### src/rtl/dbus_ctrl.sv
// dbus_ctrl: data-bus controller between the MEM stage and the external
// data bus. Each MEM-stage request becomes one load or store. The bus
// handshake is ACKD with variable latency. Byte lanes are big-endian:
// offset 0 is DDT[31:24]. Loads are sign- or zero-extended.
// Misaligned accesses complete at once without a bus cycle. A bus cycle
// that sees no ACKD within TIMEOUT cycles is abandoned.
//
// Ports:
//   CLK1, RESET            clock (rising edge), async active-low reset
//   req, we, size, sext    MEM-stage access request and attributes
//   addr, wdata            byte address, right-justified store data
//   rdata                  extended load result
//   done                   one-cycle completion pulse
//   stall                  pipeline hold
//   err_align, err_timeout error flags, valid with done
//   DAD, DDT_OUT, DDT_IN   bus address, bus write data, bus read data
//   MREQ, WRITE, SIZE      bus request, write strobe, transfer size
//   ACKD                   bus acknowledge
//
// state | meaning
// IDLE  | waiting for req; checks alignment and launches the bus cycle
// BUS   | MREQ high, bus signals held, waiting for ACKD or timeout
// DONE  | one-cycle completion: done=1, stall released, flags valid
module dbus_ctrl #(
  parameter int ADDR_W  = 32,
  parameter int TIMEOUT = 255,
  parameter int TO_W    = 8
) (
  input  logic              CLK1,
  input  logic              RESET,
  input  logic              req,
  input  logic              we,
  input  logic [1:0]        size,
  input  logic              sext,
  input  logic [ADDR_W-1:0] addr,
  input  logic [31:0]       wdata,
  output logic [31:0]       rdata,
  output logic              done,
  output logic              stall,
  output logic              err_align,
  output logic              err_timeout,
  output logic [ADDR_W-1:0] DAD,
  output logic [31:0]       DDT_OUT,
  input  logic [31:0]       DDT_IN,
  output logic              MREQ,
  output logic              WRITE,
  output logic [1:0]        SIZE,
  input  logic              ACKD
);

  typedef enum logic [1:0] {IDLE, BUS, DONE} state_t;

  localparam logic [TO_W-1:0] TO_LIM = TO_W'(TIMEOUT);

  state_t          state;
  logic [TO_W-1:0] to_cnt;
  logic [TO_W-1:0] to_cnt_nxt;
  logic            ld_sext;
  logic            misalign;
  logic [31:0]     st_val;
  logic [31:0]     ld_val;
  logic [7:0]      byte_v;
  logic [15:0]     half_v;

  assign stall      = req && (state != DONE);
  assign to_cnt_nxt = to_cnt + 1'b1;

  // Size 11 is reserved and behaves as a word.
  assign misalign = ((size == 2'b01) && addr[0]) ||
                    (size[1] && (addr[1:0] != 2'b00));

  always_comb begin
    st_val = wdata;
    case (size)
      2'b00:   st_val = {4{wdata[7:0]}};
      2'b01:   st_val = {2{wdata[15:0]}};
      default: st_val = wdata;
    endcase
  end

  // Lane selection uses the registered bus address and size, which stay
  // stable for the whole bus cycle.
  always_comb begin
    byte_v = DDT_IN[7:0];
    half_v = DDT_IN[15:0];
    ld_val = DDT_IN;
    case (DAD[1:0])
      2'd0:    byte_v = DDT_IN[31:24];
      2'd1:    byte_v = DDT_IN[23:16];
      2'd2:    byte_v = DDT_IN[15:8];
      default: byte_v = DDT_IN[7:0];
    endcase
    half_v = DAD[1] ? DDT_IN[15:0] : DDT_IN[31:16];
    case (SIZE)
      2'b00:   ld_val = {{24{ld_sext & byte_v[7]}}, byte_v};
      2'b01:   ld_val = {{16{ld_sext & half_v[15]}}, half_v};
      default: ld_val = DDT_IN;
    endcase
  end

  always_ff @(posedge CLK1 or negedge RESET) begin
    if (!RESET) begin
      state       <= IDLE;
      MREQ        <= 1'b0;
      WRITE       <= 1'b0;
      done        <= 1'b0;
      err_align   <= 1'b0;
      err_timeout <= 1'b0;
      SIZE        <= 2'b00;
      DAD         <= '0;
      DDT_OUT     <= '0;
      rdata       <= '0;
      to_cnt      <= '0;
      ld_sext     <= 1'b0;
    end else begin
      case (state)
        IDLE: begin
          if (req) begin
            if (misalign) begin
              done      <= 1'b1;
              err_align <= 1'b1;
              state     <= DONE;
            end else begin
              DAD     <= addr;
              SIZE    <= size;
              WRITE   <= we;
              MREQ    <= 1'b1;
              DDT_OUT <= we ? st_val : 32'h0;
              ld_sext <= sext;
              to_cnt  <= '0;
              state   <= BUS;
            end
          end
        end
        BUS: begin
          // ACKD is tested first so it wins over a timeout in the same cycle.
          if (ACKD) begin
            MREQ  <= 1'b0;
            WRITE <= 1'b0;
            done  <= 1'b1;
            if (!WRITE) rdata <= ld_val;
            state <= DONE;
          end else begin
            to_cnt <= to_cnt_nxt;
            if ((TIMEOUT != 0) && (to_cnt_nxt == TO_LIM)) begin
              MREQ        <= 1'b0;
              WRITE       <= 1'b0;
              done        <= 1'b1;
              err_timeout <= 1'b1;
              // A timed-out store keeps rdata, as every store does.
              if (!WRITE) rdata <= 32'h0;
              state       <= DONE;
            end
          end
        end
        DONE: begin
          done        <= 1'b0;
          err_align   <= 1'b0;
          err_timeout <= 1'b0;
          to_cnt      <= '0;
          state       <= IDLE;
        end
        default: state <= IDLE;
      endcase
    end
  end

endmodule

### config.mk
export PLATFORM = sky130hd
export DESIGN_NAME = dbus_ctrl
export DESIGN_NICKNAME = d
export VERILOG_FILES = /design/src/rtl/dbus_ctrl.sv
export SDC_FILE = /design/constraint.sdc
export NUM_CORES = 1
export LEC_CHECK = 0
export CORE_MARGIN = 5
export CORE_UTILIZATION = 40
export DETAILED_ROUTE_END_ITERATION = 12
export PLACE_DENSITY = 0.78
export SYNTH_ARGS = -nofsm -noshare
export SYNTH_HDL_FRONTEND = slang
export SYNTH_SLANG_ARGS = --single-unit
### constraint.sdc
create_clock -name CLK1 -period 2.1 [get_ports CLK1]
set_input_delay 0.63 -clock CLK1 [delete_from_list [all_inputs] [get_ports CLK1]]
set_output_delay 0.63 -clock CLK1 [all_outputs]
set_load 0.05 [all_outputs]
==> metrics <==
fillcell total 1112; Tot Pwr 14.20 mW; Avg Inst Size Synth 10.59 um2; Post-synth top cells dfrtp_1 (114), nand2_1 (89), o21ai_0 (55); Worst-path clk slew 0.05 ns; Net Sw Frac 0.4647; sequential area share after synthesis 0.5119; RePlAce Congestion 0.8573; max_cap viols 0; pre-CTS setup slack -0.3935 ns; Pwr Density 1682 nW/um2; die area 16390 um2; crit path to stall; outcome completed; Worst-Skew Late Latency 0.41 ns; CP Launch Type input port; final setup violation count 0; reg-to-reg startpoint to_cnt[1]; critical path endpoint category output port; ys flop type dfrtp_1; Mapped Nets 635; Max Slew Vio Count 0; fin crit period 2.050 ns; NetSw 6.599 mW; Max Buffers Root-to-Sink 2; GR Overflow Total 0; Area Growth Syn to Fin 51.46%; wire per inst 17.86 um; total CTS buffers 17; register bit total from synthesis 114; Synth Warn # 0; Synth area leader dfrtp_1; Combinational Power Share 0.532; final hold slack 0.06995 ns; Tcrit/Tclk final 0.9760; reg2reg end rdata[19]; Core Region 13770 um2; Reg2Reg Setup Slack 0.09 ns; most common cell in the netlist dfrtp_1; Root Buffer Master clkbuf_16; VDD IR-drop max 0.9381 mV; Rel. slew slack 0.5826; DR DRC count 0; first drt pass iteration count 5; initial DRC count 318; Synth Cell Area 5573 um2; max frequency 487.9 MHz; setup ws final 0.05042 ns; I/O Buffers 207; crit-path max FO 2; DP Wirelength 12420 um; Fin Clk Skew 0.007820 ns; vias post-DR 5009; Synth async-reset ratio 1.000; Util after Layout 0.6128; initial antenna violation count 0; CTS H-tree lvls 4; R2R depth 7; Nets 858; cell count after synthesis 526; Pleak 3.899 nW; Die Ht 128.0 um; P_int 7.602 mW; CP arrival 1.42 ns; DRT antenna net count 0; final setup TNS 0 ns; Min-Delay Path Class in2async; part of the power in registers 0.266; vias in the first global route 5182; CP startpoint req; share of cells above drive strength 1 0.3136; GRT Total Usage 0.2082; Row Count 43; Post-synth EDFFs 0; vias per std cell 5.312; # hold bufs at CTS 0; Data required, critical path 1.47 ns; first-pass GRT wire length 26970 um; clock power share 0.202; initial cell density of the core 0.4046; kind of critical path in2out; wirelength, routed 16840 um; worst slew pin tran 0.6261 ns; CTS tree done; largest net degree at the start of global routing 65; Yosys top cell area share 0.5119; Ports 208; final hold violations 0; Horiz. Die Dim 128.0 um; top post-synthesis cells by area dfrtp_1 (51%), mux2_2 (10%), nand2_1 (6.0%); Distinct cells, synth 42; clock sinks 114; RSZ-0062 raised after global routing false
==> power by group through the flow <==
stage | Clock [mW] | Sequential, mW | Combinational (mW)
floorplan | 0 | 6.84 | 1.85
global placement | 0 | 3.75 | 7.46
detailed placement | 0 | 3.78 | 7.58
CTS | 2.92 | 3.78 | 7.60
global route | 3.02 | 3.89 | 7.96
finish | 2.86 | 3.78 | 7.56
==> state kept, by name (all words and copies together), names as in the netlist <==
| register | flops |
|---|---|
| DAD | 32 |
| err_timeout | 1 |
| err_align | 1 |
| WRITE | 1 |
| SIZE | 2 |
| done | 1 |
| to_cnt | 8 |
| state | 2 |
| rdata | 32 |
| DDT_OUT | 32 |
| ld_sext | 1 |
| MREQ | 1 |
==> layout make-up <==
type / count / area (um2) / share of cell area
Sequential cell: 114 / 2856 / 0.3384
Tap cell: 180 / 225.2 / 0.02668
Clock inverter: 12 / 132.6 / 0.01571
Antenna cell: 1 / 2.502 / 0.0002965
Inverter: 8 / 30.03 / 0.003558
Timing Repair Buffer: 243 / 2205 / 0.2612
Multi-Input combinational cell: 365 / 2522 / 0.2988
Clock buffer: 20 / 466.7 / 0.05529
==> worst max-delay path, stage by stage <==
cell and delay (ns):
clkdlybuf4s50_1 0.48, nor2b_4 0.16, buf_12 0.14
==> worst min-delay path by stage <==
| stage | end | cells after the start | slack [ns] | from |
|---|---|---|---|---|
| after floorplan | DAD[0] | 0 | 0.33 | RESET |
| after global placement | DDT_OUT[13] | 2 | 0.47 | DDT_OUT[13] |
| after detailed placement | DDT_OUT[27] | 2 | 0.47 | DDT_OUT[27] |
| after CTS | DAD[26] | 1 | 0.05 | RESET |
| after global routing | DAD[23] | 1 | 0.06 | RESET |
| final | DAD[26] | 1 | 0.07 | RESET |
==> logic make-up (layout without fill, tap and decap cells) <==
family	count (synthesis)	after routing	share of synthesized area
compound gates	142	142	0.1722
fa+ha+maj	5	5	0.01123
buf+inv	47	283	0.03794
flops	114	114	0.5119
mux	73	73	0.1493
other cells	0	1	0
simple gates	145	145	0.1174
==> what timing repair did <==
| action | CTS | global route |
|---|---|---|
| endpoints found under the setup margin | 17 | 17 |
| resized for setup | 3 | 4 |
| buffers inserted | 0 | 0 |
==> routing by layer <==
layer	up-vias	routed length, um	GRT usage
met5	-	0	0
met4	0	281	0.07303
met3	28	1492	0.06875
met2	217	8097	0.3395
met1	2428	6973	0.2598
li1	2336	-	-
==> cells in the final DEF (no fill, tap or decap), types with 2 or more instances in the layout <==
| cell | netlist | final |
|---|---|---|
| buf_4 | 0 | 131 |
| dfrtp_1 | 114 | 111 |
| clkdlybuf4s50_1 | 0 | 102 |
| nand2_1 | 89 | 89 |
| o21ai_0 | 55 | 55 |
| mux2_2 | 51 | 51 |
| a21oi_1 | 20 | 20 |
| mux2i_1 | 19 | 19 |
| clkbuf_16 | 0 | 17 |
| a221o_1 | 16 | 16 |
| nor2_1 | 12 | 12 |
| nor2b_1 | 13 | 12 |
| o2bb2ai_1 | 11 | 11 |
| a22o_1 | 10 | 10 |
| buf_12 | 0 | 10 |
| o22ai_1 | 9 | 9 |
| inv_1 | 8 | 8 |
| nor3_1 | 8 | 8 |
| o31ai_1 | 7 | 7 |
| a21o_1 | 6 | 6 |
| nand4_1 | 4 | 4 |
| and3_1 | 4 | 4 |
| clkinv_4 | 0 | 4 |
| dfrtp_2 | 0 | 3 |
| mux4_2 | 3 | 3 |
| nand3_1 | 3 | 3 |
| ha_1 | 5 | 3 |
| clkinv_2 | 0 | 3 |
| clkbuf_8 | 0 | 3 |
| clkinvlp_4 | 0 | 3 |
| or2_2 | 2 | 2 |
| and3b_1 | 2 | 2 |
| and2_1 | 2 | 2 |
| ha_2 | 0 | 2 |
| bufinv_16 | 0 | 2 |
==> metrics by stage <==
stage | instance area, um2 | instances
6_report | 8441 | 943
5_1_grt | 8438 | 942
4_1_cts | 8428 | 942
3_5_place_dp | 7823 | 910
3_3_place_gp | 7823 | 910
2_1_floorplan | 5574 | 526
(Power assumes the default switching activity.)
